### config.mk
export PLATFORM = sky130hd
export DESIGN_NAME = cfg_dprio_status_sync_capture_flat
export DESIGN_NICKNAME = d
export VERILOG_FILES = /design/src/rtl/cfg_dprio_status_sync_capture_if.sv /design/src/rtl/cfg_dprio_status_sync_capture.sv /design/src/flat_wrapper.sv
export SDC_FILE = /design/constraint.sdc
export NUM_CORES = 1
export LEC_CHECK = 0
export BUFFER_PORTS_ARGS = -buffer_cell sky130_fd_sc_hd__buf_4
export CAP_MARGIN = 20
export CORE_ASPECT_RATIO = 2
export CORE_MARGIN = 2
export CORE_UTILIZATION = 43
export DETAILED_ROUTE_END_ITERATION = 10
export PLACE_DENSITY = 0.74
export REMOVE_ABC_BUFFERS = 1
export SLEW_MARGIN = 20
export SYNTH_ARGS = -nofsm -noshare
export SYNTH_HDL_FRONTEND = slang
export SYNTH_SLANG_ARGS = --single-unit
### constraint.sdc
create_clock -name clk -period 1 [get_ports clk]
set_input_delay 0.1 -clock clk [delete_from_list [all_inputs] [get_ports clk]]
set_output_delay 0.1 -clock clk [all_outputs]
set_load 0.01 [all_outputs]
### src/rtl/cfg_dprio_status_sync_capture_if.sv
// Status-capture bus between the DPRIO source-domain synchroniser and its destination-side partner.
// The source (master) drives the request and data; the capture block (slave) returns ack and captured status.
interface cfg_dprio_status_sync_capture_if #(
  parameter int DATA_WIDTH = 16,
  parameter int CNT_WIDTH  = 8
);
  logic                  write_en;
  logic [DATA_WIDTH-1:0] stat_data_in;
  logic                  write_en_ack;
  logic [DATA_WIDTH-1:0] stat_data_out;
  logic                  stat_valid;
  logic                  stat_chg;
  logic [DATA_WIDTH-1:0] stat_chg_mask;
  logic [CNT_WIDTH-1:0]  cap_cnt;

  modport master (
    output write_en,
    output stat_data_in,
    input  write_en_ack,
    input  stat_data_out,
    input  stat_valid,
    input  stat_chg,
    input  stat_chg_mask,
    input  cap_cnt
  );

  modport slave (
    input  write_en,
    input  stat_data_in,
    output write_en_ack,
    output stat_data_out,
    output stat_valid,
    output stat_chg,
    output stat_chg_mask,
    output cap_cnt
  );
endinterface

### src/rtl/cfg_dprio_status_sync_capture.sv
// Destination-side DPRIO status capture: synchronises write_en, captures the status bus under a
// 4-phase req/ack handshake, flags changed bits and counts captures.
module cfg_dprio_status_sync_capture #(
  parameter int DATA_WIDTH       = 16,
  parameter int SYNC_STAGES      = 2,
  parameter int CNT_WIDTH        = 8,
  parameter bit BYPASS_STAT_SYNC = 1'b0
) (
  input  logic                          clk,
  input  logic                          rst_n,
  cfg_dprio_status_sync_capture_if.slave bus
);

  typedef enum logic [1:0] {
    ST_IDLE = 2'b00,
    ST_ACK  = 2'b01
  } state_t;

  logic [SYNC_STAGES-1:0] r_sync;
  logic                   w_we_sync;

  state_t                 r_state;
  state_t                 w_state_nxt;
  logic                   r_ack;
  logic                   w_ack_nxt;
  logic                   w_fsm_capture;
  logic                   w_capture;

  logic [DATA_WIDTH-1:0]  r_data;
  logic [DATA_WIDTH-1:0]  r_chg_mask;
  logic [DATA_WIDTH-1:0]  w_diff;
  logic                   r_chg;
  logic                   r_valid;
  logic [CNT_WIDTH-1:0]   r_cap_cnt;

  // write_en is asynchronous to clk; only the last stage is used by the FSM.
  always_ff @(posedge clk) begin
    if (!rst_n) begin
      r_sync <= '0;
    end else begin
      r_sync <= {r_sync[SYNC_STAGES-2:0], bus.write_en};
    end
  end

  assign w_we_sync = r_sync[SYNC_STAGES-1];

  always_comb begin
    w_state_nxt   = ST_IDLE;
    w_ack_nxt     = 1'b0;
    w_fsm_capture = 1'b0;
    case (r_state)
      ST_IDLE: begin
        if (w_we_sync) begin
          w_state_nxt   = ST_ACK;
          w_ack_nxt     = 1'b1;
          w_fsm_capture = 1'b1;
        end
      end
      ST_ACK: begin
        if (w_we_sync) begin
          w_state_nxt = ST_ACK;
          w_ack_nxt   = 1'b1;
        end
      end
      default: begin
        w_state_nxt = ST_IDLE;
        w_ack_nxt   = 1'b0;
      end
    endcase
  end

  // Bypass mode parks the handshake and captures on every cycle out of reset.
  generate
    if (BYPASS_STAT_SYNC) begin : g_bypass
      assign w_capture = 1'b1;

      always_ff @(posedge clk) begin
        r_state <= ST_IDLE;
        r_ack   <= 1'b0;
      end
    end else begin : g_handshake
      assign w_capture = w_fsm_capture;

      always_ff @(posedge clk) begin
        if (!rst_n) begin
          r_state <= ST_IDLE;
          r_ack   <= 1'b0;
        end else begin
          r_state <= w_state_nxt;
          r_ack   <= w_ack_nxt;
        end
      end
    end
  endgenerate

  assign w_diff = bus.stat_data_in ^ r_data;

  // The first capture after reset always reports a change, even if the data is zero.
  always_ff @(posedge clk) begin
    if (!rst_n) begin
      r_data     <= '0;
      r_chg_mask <= '0;
      r_chg      <= 1'b0;
      r_valid    <= 1'b0;
      r_cap_cnt  <= '0;
    end else begin
      r_chg      <= 1'b0;
      r_chg_mask <= '0;
      if (w_capture) begin
        r_data     <= bus.stat_data_in;
        r_chg_mask <= w_diff;
        r_chg      <= (|w_diff) || !r_valid;
        r_valid    <= 1'b1;
        r_cap_cnt  <= r_cap_cnt + CNT_WIDTH'(1);
      end
    end
  end

  assign bus.write_en_ack  = r_ack;
  assign bus.stat_data_out = r_data;
  assign bus.stat_valid    = r_valid;
  assign bus.stat_chg      = r_chg;
  assign bus.stat_chg_mask = r_chg_mask;
  assign bus.cap_cnt       = r_cap_cnt;

endmodule

### src/flat_wrapper.sv
// flat-port wrapper written by rule: the top's interface ports become plain ports
module cfg_dprio_status_sync_capture_flat 
#(
  parameter int DATA_WIDTH       = 16,
  parameter int SYNC_STAGES      = 2,
  parameter int CNT_WIDTH        = 8,
  parameter bit BYPASS_STAT_SYNC = 1'b0
)
  (clk, rst_n, bus_write_en, bus_stat_data_in, bus_write_en_ack, bus_stat_data_out, bus_stat_valid, bus_stat_chg, bus_stat_chg_mask, bus_cap_cnt);
  cfg_dprio_status_sync_capture_if #(.DATA_WIDTH(DATA_WIDTH), .CNT_WIDTH(CNT_WIDTH)) bus_i ();
  input  logic clk;
  input  logic rst_n;
  input wire logic [$bits(bus_i.write_en)-1:0] bus_write_en;
  input wire logic [$bits(bus_i.stat_data_in)-1:0] bus_stat_data_in;
  output wire logic [$bits(bus_i.write_en_ack)-1:0] bus_write_en_ack;
  output wire logic [$bits(bus_i.stat_data_out)-1:0] bus_stat_data_out;
  output wire logic [$bits(bus_i.stat_valid)-1:0] bus_stat_valid;
  output wire logic [$bits(bus_i.stat_chg)-1:0] bus_stat_chg;
  output wire logic [$bits(bus_i.stat_chg_mask)-1:0] bus_stat_chg_mask;
  output wire logic [$bits(bus_i.cap_cnt)-1:0] bus_cap_cnt;
  assign bus_i.write_en = bus_write_en;
  assign bus_i.stat_data_in = bus_stat_data_in;
  assign bus_write_en_ack = bus_i.write_en_ack;
  assign bus_stat_data_out = bus_i.stat_data_out;
  assign bus_stat_valid = bus_i.stat_valid;
  assign bus_stat_chg = bus_i.stat_chg;
  assign bus_stat_chg_mask = bus_i.stat_chg_mask;
  assign bus_cap_cnt = bus_i.cap_cnt;
  cfg_dprio_status_sync_capture #(.DATA_WIDTH(DATA_WIDTH), .SYNC_STAGES(SYNC_STAGES), .CNT_WIDTH(CNT_WIDTH), .BYPASS_STAT_SYNC(BYPASS_STAT_SYNC)) u_core (.clk(clk), .rst_n(rst_n), .bus(bus_i));
endmodule
==> impl_metrics.toml <==
[die]
die_h_um = 92.6
fp.coreArea_sq_mm = 0.00380
die_w_um = 48.3
row_count = 32
dieArea_sq_mm = 0.00447
start_util = 0.443
pin_count = 62

[layout]
areaGrowthSynthToFinish_pct = 74.3
diodes = 0
final_layout_size_suffix_gt1_frac = 0.581
nNetsFinal = 297
design_area_sq_mm = 0.00294
final_common_cell = "buf_4"
mostFrequentLayoutCells = "buf_4 (67), nand2_1 (35), buf_6 (31), dfxtp_1 (24), dfxtp_2 (19)"

[outcome]
violations = "negative setup slack"
status = "finished, violations left"

[drt]
dr.first_iter.drc_count = 36
via_per_inst = 4.96
avgRoutedWirePerCell_um = 15.2
ant_nets = 0
drt_wl_total_um = 4980
vias = 1628
first_pass_iters = 4
drcViolationCount = 0

[grt]
grt_pass1_wl_um = 6500
antenna_found_initial = 0
grt_max_degree = 22
grt-ovfl-total = 0
grt_pass1_vias = 1472
grt_usage = 0.204

[power]
power_density_mw_per_mm2 = 1270
p_sw_frac = 0.236
p_int_mw = 2.86
peakVddDrop_mv = 1.25
fin_total_pwr_mw = 3.74
power_frac_comb = 0.143
pwr-share-clk = 0.357
switchingPower_mw = 0.881
power.leakage_nw = 1.27
seq_power_share = 0.500

[synthesis]
synthesis.area_sq_mm = 0.00169
ys_warn_count = 0
synth_cells = 175
ys_seq_elements = 45
synth.avg_cell_area_sq_um = 9.64
yosysSeqAreaShare = 0.534
ys_types = 24

[setup_path]
r2r_slack_ps = -190
cp.arrival_ps = 1380
reg2reg_to = "u_core.bus.stat_chg"
timing.rr.start = "u_core.bus.stat_data_out[8]"
cp-start-kind = "flip-flop"
r2r_cells = 4
cp-end-kind = "flip-flop"
path_class = "flip-flop to flip-flop"
cp_max_fo = 2
required_ps = 1180

[cts]
clkSlewWorstSetupHoldPaths_ps = 80
postCtsHoldBufs = 0
insertion_delay_ps = 300
clockRootBuffer = "clkbuf_8"
numCtsBuffers = 5
cts_tree = "done"
htreeDepth = 2
cts.sinks = 45
clockBufferDepth = 2

[timing]
skew_ps = 4.91
finalCritPeriodShare = 1.19
setup_viol = 44
maxSlewViolCount = 0
finalHoldViolCount = 0
slew_headroom = 0.784
min_period_ps = 1190
setup_ws_ps = -195
rsz0062_at_grt = "true"
clock.fmax_mhz = 837
holdWs_ps = 13.0
worst_slew_pin_slew_ps = 324

[job]
cap_violations = 0

[placed_design]
dp_hpwl_um = 2990
portBuffers = 61
dpl_cell_area_sq_mm = 0.00242
gp_congestion = 0.775

[worst_hold_path]
hp-class = "input port to flip-flop"
min_path_cells = 2
worstHoldEndpoint = "u_core.r_sync[0]"
min-delay-start = "bus_write_en"
-- worst max path at each step --
stage | start | endpoint | slack [ps]
after floorplan | u_core.r_state[0] | u_core.bus.cap_cnt[3] | -240
after global placement | u_core.bus.stat_data_out[2] | u_core.bus.stat_chg | -100
after detailed placement | u_core.bus.stat_data_out[15] | u_core.bus.stat_chg | -160
after CTS | u_core.r_state[0] | u_core.bus.cap_cnt[4] | -110
after global routing | u_core.bus.stat_data_out[8] | u_core.bus.stat_chg | -290
final | u_core.bus.stat_data_out[8] | u_core.bus.stat_chg | -190
-- per-stage QoR --
stage	setup WS (ps)	utilization	setup TNS [ps]	instances
6_report	-195	0.773	-2580	328
5_1_grt	-286	0.773	-4710	328
4_1_cts	-114	0.683	-2110	322
3_5_place_dp	-158	0.635	-1510	314
3_3_place_gp	-99.9	0.635	-685	314
2_1_floorplan	-237	-	-2410	167
-- cell usage after synthesis --
cell      number  area share
dfxtp_1       45        0.53
nand2_1       37       0.082
xnor2_1       20        0.10
a21boi_1      18       0.080
nor2_1        16       0.036
and2_1         9       0.033
nand4_1        6       0.022
and3_1         2      0.0074
buf_2          2      0.0059
buf_4          2      0.0089
buf_6          2       0.013
clkbuf_1       2      0.0045
nor3_2         2       0.012
xor2_1         2       0.010
a21oi_1        1      0.0030
and2b_4        1      0.0059
ha_1           1      0.0074
nand2_2        1      0.0037
nand2b_2       1      0.0052
nand3_2        1      0.0059
nor4_1         1      0.0037
o21a_1         1      0.0045
o21ai_1        1      0.0030
or3_1          1      0.0037
-- cell type report --
cell class                 instances  area [sq um]
multi-input combinational        124           933
sequential                        45           932
timing repair buffer             101           907
fill                             235           863
clock buffer                       5          68.8
tap                               51          63.8
clock inverter                     2          35.0
-- worst max-delay path: stages, from the launching register on --
cell     delay, ps
dfxtp_2        340
xnor2_1        210
nand4_1        160
nor4_2         270
a21oi_1        110
-- state kept, by name (all words and copies together), names as in the netlist --
signal	flops
u_core.bus.cap_cnt	8
u_core.bus.stat_chg	1
u_core.bus.stat_chg_mask	16
u_core.bus.stat_data_out	16
u_core.bus.stat_valid	1
u_core.r_state	1
u_core.r_sync	2
-- metal layers --
layer	wire length (um)	vias up	track usage
met2	3010	48	0.362
met1	1600	789	0.202
met3	190	13	0.0370
li1	-	778	-
met5	0	-	0
met4	174	0	0.104
-- cell families after synthesis --
logic type,after synthesis,share of synthesized area
buf+inv,8,0.0326
simple gates,78,0.221
compound gates,21,0.0905
xor+xnor,22,0.114
fa+ha+maj,1,0.00742
flops,45,0.534
-- repair_timing --
action | CTS | global route
pin swaps | 6 | 17
gates resized for setup | 20 | 75
setup endpoints to repair | 43 | 58
buffers inserted | 1 | 3
cloned | 0 | 3
-- power by group through the flow --
stage | clock [mW] | sequential, mW | combinational, mW
6_report | 1.33 | 1.87 | 0.536
5_1_grt | 1.41 | 1.88 | 0.573
4_1_cts | 1.34 | 1.87 | 0.429
3_5_place_dp | 0 | 1.90 | 0.413
3_3_place_gp | 0 | 1.90 | 0.406
2_1_floorplan | 0 | 1.93 | 0.131
Note: power is estimated with default switching activity, not from simulation.
